### src/rtl/csrs_user_pkg.sv
// Shared constants and address decode for the user-level counter/timer CSRs.
package csrs_user_pkg;
  localparam logic [11:0] CSR_CYCLE     = 12'hC00;
  localparam logic [11:0] CSR_TIME      = 12'hC01;
  localparam logic [11:0] CSR_INSTRET   = 12'hC02;
  localparam logic [11:0] CSR_HPM_BASE  = 12'hC03;
  localparam logic [11:0] CSR_HI_OFFSET = 12'h080;
  localparam int IDX_W = 5;

  typedef struct packed {
    logic             hit;
    logic [IDX_W-1:0] idx;
    logic             hi;
  } csr_dec_t;

  // Both halves fold onto the 0xC00..0xC1F window once the hi-offset bit is cleared.
  function automatic csr_dec_t csr_decode(input logic [11:0] addr, input int unsigned n_ctr);
    csr_dec_t    d;
    logic [11:0] base;
    base  = addr & ~CSR_HI_OFFSET;
    d.hi  = addr[7];
    d.idx = base[IDX_W-1:0];
    d.hit = (base[11:5] == CSR_CYCLE[11:5]) && (32'(d.idx) < n_ctr);
    return d;
  endfunction
endpackage

### src/rtl/csrs_user_counter64.sv
// 64-bit counter with a variable increment and 32-bit half presets.
module csrs_user_counter64 #(
  parameter int AMT_W = 2
) (
  input  logic             clk_i,
  input  logic             rst_i,
  input  logic             inc_en_i,
  input  logic [AMT_W-1:0] inc_amt_i,
  input  logic             wr_lo_i,
  input  logic             wr_hi_i,
  input  logic [31:0]      wdata_i,
  output logic [63:0]      value_o
);
  logic [63:0] cnt_q, cnt_d;

  // A preset replaces the increment for that cycle; the other half is untouched (no carry).
  always_comb begin
    cnt_d = cnt_q;
    if (wr_lo_i)       cnt_d = {cnt_q[63:32], wdata_i};
    else if (wr_hi_i)  cnt_d = {wdata_i, cnt_q[31:0]};
    else if (inc_en_i) cnt_d = cnt_q + 64'(inc_amt_i);
  end

  always_ff @(posedge clk_i) begin
    if (rst_i) cnt_q <= '0;
    else       cnt_q <= cnt_d;
  end

  assign value_o = cnt_q;
endmodule

### src/rtl/csrs_user_counters.sv
// User counter/timer CSR bank: cycle, time, instret, hpmcounters with a registered read port.
module csrs_user_counters
  import csrs_user_pkg::*;
#(
  parameter int HPM_NUM  = 4,
  parameter int RETIRE_W = 2,
  parameter int TIME_DIV = 1
) (
  input  logic                                  CLK,
  input  logic                                  RST,
  input  logic                                  RDEN,
  input  logic [11:0]                           RADDR,
  output logic                                  RVALID,
  output logic [31:0]                           RDATA,
  input  logic                                  WREN,
  input  logic [11:0]                           WADDR,
  input  logic [31:0]                           WDATA,
  input  logic [RETIRE_W-1:0]                   RETIRE,
  input  logic [(HPM_NUM > 0 ? HPM_NUM : 1)-1:0] HPM_EVENT,
  input  logic [3+HPM_NUM-1:0]                  INHIBIT
);
  localparam int NCTR  = 3 + HPM_NUM;
  localparam int PRE_W = (TIME_DIV > 1) ? $clog2(TIME_DIV) : 1;

  logic [PRE_W-1:0] pre_q, pre_d;
  logic             tick;
  logic             rvalid_q;
  logic [31:0]      rdata_q, rdata_d;
  csr_dec_t         wdec, rdec;

  logic [NCTR-1:0]                inc_en, wr_lo, wr_hi;
  logic [NCTR-1:0][RETIRE_W-1:0]  inc_amt;
  logic [NCTR-1:0][63:0]          cnt;

  // Prescaler free-runs regardless of INHIBIT[1]; the inhibit only gates the time counter.
  assign tick  = (pre_q == PRE_W'(TIME_DIV - 1));
  assign pre_d = tick ? '0 : pre_q + PRE_W'(1);
  assign wdec  = csr_decode(WADDR, NCTR);
  assign rdec  = csr_decode(RADDR, NCTR);

  for (genvar i = 0; i < NCTR; i++) begin : g_ctr
    if (i == 0) begin : g_cycle
      assign inc_en[i]  = ~INHIBIT[i];
      assign inc_amt[i] = RETIRE_W'(1);
    end else if (i == 1) begin : g_time
      assign inc_en[i]  = ~INHIBIT[i] & tick;
      assign inc_amt[i] = RETIRE_W'(1);
    end else if (i == 2) begin : g_instret
      assign inc_en[i]  = ~INHIBIT[i];
      assign inc_amt[i] = RETIRE;
    end else begin : g_hpm
      assign inc_en[i]  = ~INHIBIT[i] & HPM_EVENT[i-3];
      assign inc_amt[i] = RETIRE_W'(1);
    end

    assign wr_lo[i] = WREN & wdec.hit & ~wdec.hi & (wdec.idx == IDX_W'(i));
    assign wr_hi[i] = WREN & wdec.hit &  wdec.hi & (wdec.idx == IDX_W'(i));

    csrs_user_counter64 #(.AMT_W(RETIRE_W)) u_cnt (
      .clk_i    (CLK),
      .rst_i    (RST),
      .inc_en_i (inc_en[i]),
      .inc_amt_i(inc_amt[i]),
      .wr_lo_i  (wr_lo[i]),
      .wr_hi_i  (wr_hi[i]),
      .wdata_i  (WDATA),
      .value_o  (cnt[i])
    );
  end

  // Read mux samples the pre-update counter values; misses read as zero.
  always_comb begin
    rdata_d = '0;
    if (RDEN && rdec.hit) begin
      for (int k = 0; k < NCTR; k++) begin
        if (rdec.idx == IDX_W'(k)) rdata_d = rdec.hi ? cnt[k][63:32] : cnt[k][31:0];
      end
    end
  end

  always_ff @(posedge CLK) begin
    if (RST) begin
      pre_q    <= '0;
      rvalid_q <= 1'b0;
      rdata_q  <= '0;
    end else begin
      pre_q    <= pre_d;
      rvalid_q <= RDEN;
      rdata_q  <= rdata_d;
    end
  end

  assign RVALID = rvalid_q;
  assign RDATA  = rdata_q;
endmodule

### config.mk
export PLATFORM = sky130hd
export DESIGN_NAME = csrs_user_counters
export DESIGN_NICKNAME = d
export VERILOG_FILES = /design/src/rtl/csrs_user_pkg.sv /design/src/rtl/csrs_user_counter64.sv /design/src/rtl/csrs_user_counters.sv
export SDC_FILE = /design/constraint.sdc
export NUM_CORES = 2
export LEC_CHECK = 0
export ABC_AREA = 1
export CORE_MARGIN = 4
export CORE_UTILIZATION = 30
export CTS_BUF_LIST = sky130_fd_sc_hd__clkbuf_16
export DETAILED_ROUTE_END_ITERATION = 10
export PLACE_DENSITY = 0.5
export SLEW_MARGIN = 20
export SYNTH_ARGS = -nofsm -noshare
export SYNTH_HDL_FRONTEND = slang
export SYNTH_SLANG_ARGS = --single-unit
export TNS_END_PERCENT = 30
### constraint.sdc
create_clock -name CLK -period 2.85 [get_ports CLK]
set_input_delay 0.57 -clock CLK [delete_from_list [all_inputs] [get_ports CLK]]
set_output_delay 0.57 -clock CLK [all_outputs]
set_load 0.01 [all_outputs]
Yosys cells after proc, flatten, opt, wreduce, memory -nomap -nowiden
Cells that the tools add are included.

$add $sub $neg: 8. Magnitude comparators: 2. Eq/ne operators: 25. Multiplexer cells: 35. Bitwise gates (word level): 37. Reductions and logical operators: 31.

Operators by type and width (count): $mux W64 (14); $mux W32 (21); $add A64 B1 Y64 const B (6); $add A64 B2 Y64 (1); $eq A5 B3 Y1 const B (6); $reduce_and A2 Y1 (14); $and A1 B1 Y1 (22); $ne A2 B1 Y1 const B (11); $eq A5 B2 Y1 const B (4); $reduce_bool A2 Y1 (10); $not A1 Y1 (15); $eq A6 B6 Y1 const B (2); $eq A5 B1 Y1 const B (2); $logic_not A5 Y1 (2); $lt A5 B3 Y1 const B (2); $reduce_or A2 Y1 (2); $logic_and A1 B1 Y1 (3); $add A1 B1 Y1 const B (1).

Flip-flop bits (word level): 482. Input bits: 73. Output and inout bits: 33. Logic and storage cells: 155.

Longest topological paths before layout
Depth after elaboration: 8. Mapped depth: 13.

Modules after synthesis
Synthesis repeated with hierarchy kept, for this count alone.

Cells, all modules: 7564. Area total of the unflattened synthesis: 41710.0 µm².

By module, submodules not included: csrs_user_counter64 at g_ctr[1].u_cnt ... (times used 4, cells an instance 900, area each 5082.4 µm², sequential area each 1281.2 µm²); csrs_user_counter64 at g_ctr[0].u_cnt ... (times used 3, cells an instance 904, area each 5137.4 µm², sequential area each 1281.2 µm²); csrs_user_counters (times used 1, cells an instance 1252, area each 5968.2 µm², sequential area each 680.7 µm²).

Worst setup path before layout
No wires, ideal clock.

Kind: input to register. Start: in RETIRE[0]. End: reg g_ctr[2].u_cnt.cnt_q[62]. Library setup time: 0.132 ns. Arrival: 2.069 ns. Required time: 2.718 ns. Path slack: 0.649 ns. Cell stages on the path: 11. Buffers on the path: 0. Cells stage by stage: ha_1 fa_1 nand2_1 nor2_1 nand2_1 nor2_1 nand2_1 o21ai_0 nand3_1 nand2_1 a21oi_1.

Longest elaborated chain between the ends: 3.

Ends and longest elaborated chain: start, declared (RTL line csrs_user_counters.sv:18) `input logic [RETIRE_W-1:0] RETIRE,`; $add A64 B2 Y64 (RTL line csrs_user_counter64.sv:21) `else if (inc_en_i) cnt_d = cnt_q + 64'(inc_amt_i);`; $mux W64 (RTL line csrs_user_counter64.sv:21); $mux W64 (RTL line csrs_user_counter64.sv:20) `else if (wr_hi_i) cnt_d = {wdata_i, cnt_q[31:0]};`; end signal, assigned (RTL line csrs_user_counter64.sv:26) `else cnt_q <= cnt_d;`; end, declared (RTL line csrs_user_counter64.sv:14) `logic [63:0] cnt_q, cnt_d;`.

Every way passes these cells. The select of a mux whose other input is x is not followed. A chain may end at the register's enable or synchronous reset.

Worst setup path after layout
Start: in RADDR[3]. End: reg rdata_q[30], in the netlist RDATA[30].

Longest elaborated chain between the ends: 8. Elaborated cells between the ends (all ways): 19.

Ends and longest elaborated chain: start, declared (RTL line csrs_user_counters.sv:12) `input logic [11:0] RADDR,`; $logic_not A5 Y1 (RTL line csrs_user_counters.sv:76) `if (rdec.idx == IDX_W'(k)) rdata_d = rdec.hi ? cnt[k][63:32] : cnt[k][31:0];`; $mux W32 (7 in a row) (RTL line csrs_user_counters.sv:76); end signal, assigned (RTL line csrs_user_counters.sv:89) `rdata_q <= rdata_d;`; end, declared (RTL line csrs_user_counters.sv:28) `logic [31:0] rdata_q, rdata_d;`.

Parallel ways exist; a longest one is shown, timed or not.

==> metrics <==
Die Ht=about 370 µm; starting density of the core=30.14%; chip width=roughly 370 µm; synthesized net count=about 7500; commonest non-fill, non-tap cell in the layout=nand2_1; dpl hpwl=214800 µm; Clock Tree Buf Depth=3; Synth Register Bits=a little under 500; main combinational cell family by area after synthesis=simple AND/OR/NAND/NOR gates; relative max-transition margin=~34%; # rows=134; wire per inst=approximately 28 µm; Setup violations, final=0; gr ovfl total=0; Worst setup SP type=input pin; Clock Pin Slew Worst Setup and Hold Paths=roughly 60 ps; worst setup path endpoint=RDATA[30]; CP max stage delay=between 400 and 500 ps; Compound-Gate Fraction of Synth Area=17.45%; Post-Synth Simple-Gate Area=about 48%; largest net degree at the start of global routing=113; drt initial violations=around 7400; gpl congestion=between 1 and 1.5; total number of vias=54520; Reg-to-Reg End=g_ctr[0].u_cnt.value_o[48]; CTS buffer count=73; nets=8005; critical path required time=around 3400 ps; Die ar.=~140000 µm²; Pleak=about 19 nW; YS warnings=0; fillers=approximately 15000; mean area per synthesized cell=5.432 µm²; Post-synth EDFFs=0; Total GRT Usage=a little under two fifths; layout cells sized above 1=a little over 10%; Top FF cell, synth=dfxtp_1; CTS resizes=0; final slew viol count=0; PwrDens=381.4 nW/µm²; post-synth cell types=53; Least-Margin Pin Slew=between 900 and 1000 ps; crit path launch=RADDR[3]; RSZ-0062 raised after global routing=false; core area=between 100000 and 150000 µm²; post-synthesis adder-cell area fraction=0.2990%; Max-cap violations=0; TritonCTS clock tree=done; FF-to-FF setup slack=roughly 310 ps; initial antenna violation count=30; Cells after Synth=roughly 7400; area growth from synthesis to layout=25.36%; Place WS=-383.3 ps; vias in the first global route=49790; Port Buffers=~110; crit path max fanout=10; outcome=finished, final reports clean; post-synth design cell area=around 40000 µm²; Skew-Pair Late Insertion Delay=700 ps; # clock sinks=482; Hold Vio Cnt, Final=0; post-route setup slack=160.4 ps; Post-route DRC=0; worst min path class=in -> reg; xor/xnor cell area share of the yosys netlist=roughly 1.2%; Worst Path Arrival=roughly 3300 ps; highest-delay cell along the critical path=clkdlybuf4s50_1; CP dominant cell by count=nand2_1; crit-path cells=clkdlybuf4s50_1, nor2_1, nand2_1, nor2_2, buf_12, buf_4, a22oi_1, nand2_1, nor2_1, nand4_1, nand2_1, inv_1; Routed Antenna Nets=0; setup bufs post-CTS=0; commonest non-fill, non-tap cells in the layout=nand2_1 (2266), nor2_1 (1309), inv_1 (621); type of element capturing the critical path=flip-flop; Max Fclk=roughly 0.37 GHz; depth of the CTS H-tree=3; worst clock skew=27.71 ps; IO Count=between 100 and 150; first-pass GRT wire length=~370000 µm; ys async rst share=0%; sequential share of the synthesized area=between 20% and 30%; post-synthesis mux area share=0%; post-layout min period=about 2700 ps; CTS Hold Buffers Added=0; DR vias/cell=5.587; HP Start=RST; R2R cell count=10; drt first pass iters=6; type of the worst setup path=in -> reg; worst ir drop on vdd=around 0.43 mV; period utilisation layout=approximately 94%; worst r2r src=g_ctr[0].u_cnt.value_o[0]; final design utilization=a little under two fifths; DRT Wirelength=roughly 270000 µm; root buffer cell=clkbuf_16
[layout make-up]
class                   instances  area [µm²]  area share [%]
multi-input cells            5997       26900           53.41
inverters                     625        2360           4.685
flip-flops and latches        482        9649           19.16
diodes                         14       35.03         0.06956
well taps                    1768        2212           4.392
clock inverters                52       329.1          0.6534
repair buffers                744        6952           13.80
clock buffers                  77        1927           3.826
[worst max-delay path: cells and delay by family]
kind	cells	cell delay [ps]
AOI/OAI and AO/OA	1	430
and+or+nand+nor	7	1400
buffers and inverters	4	840
[flip-flops by register name (all words and copies together), names as in the netlist]
name                 cells
RDATA                   32
g_ctr.u_cnt.value_o    448
pre_q                    1
RVALID                   1
[worst min path at each step]
| stage | endpoint | depth (start not counted) |
|---|---|---|
| after floorplan | g_ctr[5].u_cnt.value_o[63] | 2 |
| after global placement | g_ctr[0].u_cnt.value_o[63] | 2 |
| after detailed placement | g_ctr[6].u_cnt.value_o[63] | 2 |
| after CTS | g_ctr[3].u_cnt.value_o[39] | 4 |
| after global routing | g_ctr[4].u_cnt.value_o[54] | 4 |
| final | g_ctr[3].u_cnt.value_o[37] | 4 |
[cell families (layout without fill, tap and decap cells)]
family	count (synthesis)	in the layout
adders and majority gates	9	9
buffers and inverters	917	1498
DFF	482	482
and+or+nand+nor	4608	4608
AOI/OAI and AO/OA	1326	1326
other	1	15
xor gates and xnor gates	53	53
[routing by layer]
metal | vias to the layer above | wire [µm] | global-route usage [%]
met5 | - | 138 | 0
met4 | 20 | 19200 | 22.24
met3 | 654 | 26190 | 8.068
met2 | 2931 | 113600 | 54.99
met1 | 25680 | 112300 | 49.13
li1 | 25240 | - | -
[Yosys cell counts, drive strengths merged (13+ instances only)]
| cell | n | area [µm²] |
|---|---|---|
| nor2 | 1323 | 5007 |
| xor2 | 44 | 385.4 |
| buf | 108 | 615.6 |
| o22ai | 14 | 87.58 |
| nand2 | 2285 | 8655 |
| clkbuf | 184 | 695.7 |
| nand3 | 598 | 3105 |
| nor3 | 86 | 451.7 |
| a22oi | 13 | 97.59 |
| o211ai | 65 | 488.0 |
| nand4 | 191 | 1247 |
| or2 | 13 | 81.33 |
| and2 | 95 | 594.3 |
| o2111ai | 21 | 183.9 |
| nand3b | 14 | 105.1 |
| inv | 615 | 2311 |
| a31oi | 32 | 200.2 |
| o21ai | 645 | 3228 |
| a21oi | 521 | 2608 |
| dfxtp | 482 | 9649 |
[power by group]
| group | leakage, nW | total [W] | internal, W | switching [W] |
|---|---|---|---|---|
| logic | 13.6 | 0.00280 | 0.000897 | 0.00190 |
| clock network | 1.19 | 0.00910 | 0.00519 | 0.00390 |
| registers | 3.92 | 0.00731 | 0.00695 | 0.000361 |
[stage by stage]
stage | hold slack (ps) | TNS [ps] | cell area, µm² | instances | power, W
global placement | 469.2 | -4981 | 48070 | 9616 | 0.01014
detailed placement | 485.2 | -6118 | 48070 | 9616 | 0.01014
finish | 336.6 | 0 | 50360 | 9759 | 0.01921
global route | 334.3 | 0 | 50340 | 9748 | 0.01967
CTS | 299.4 | 0 | 50330 | 9745 | 0.01925
floorplan | 453.2 | 0 | 40180 | 7396 | 0.008490
Power figures use the tool's default switching activity.
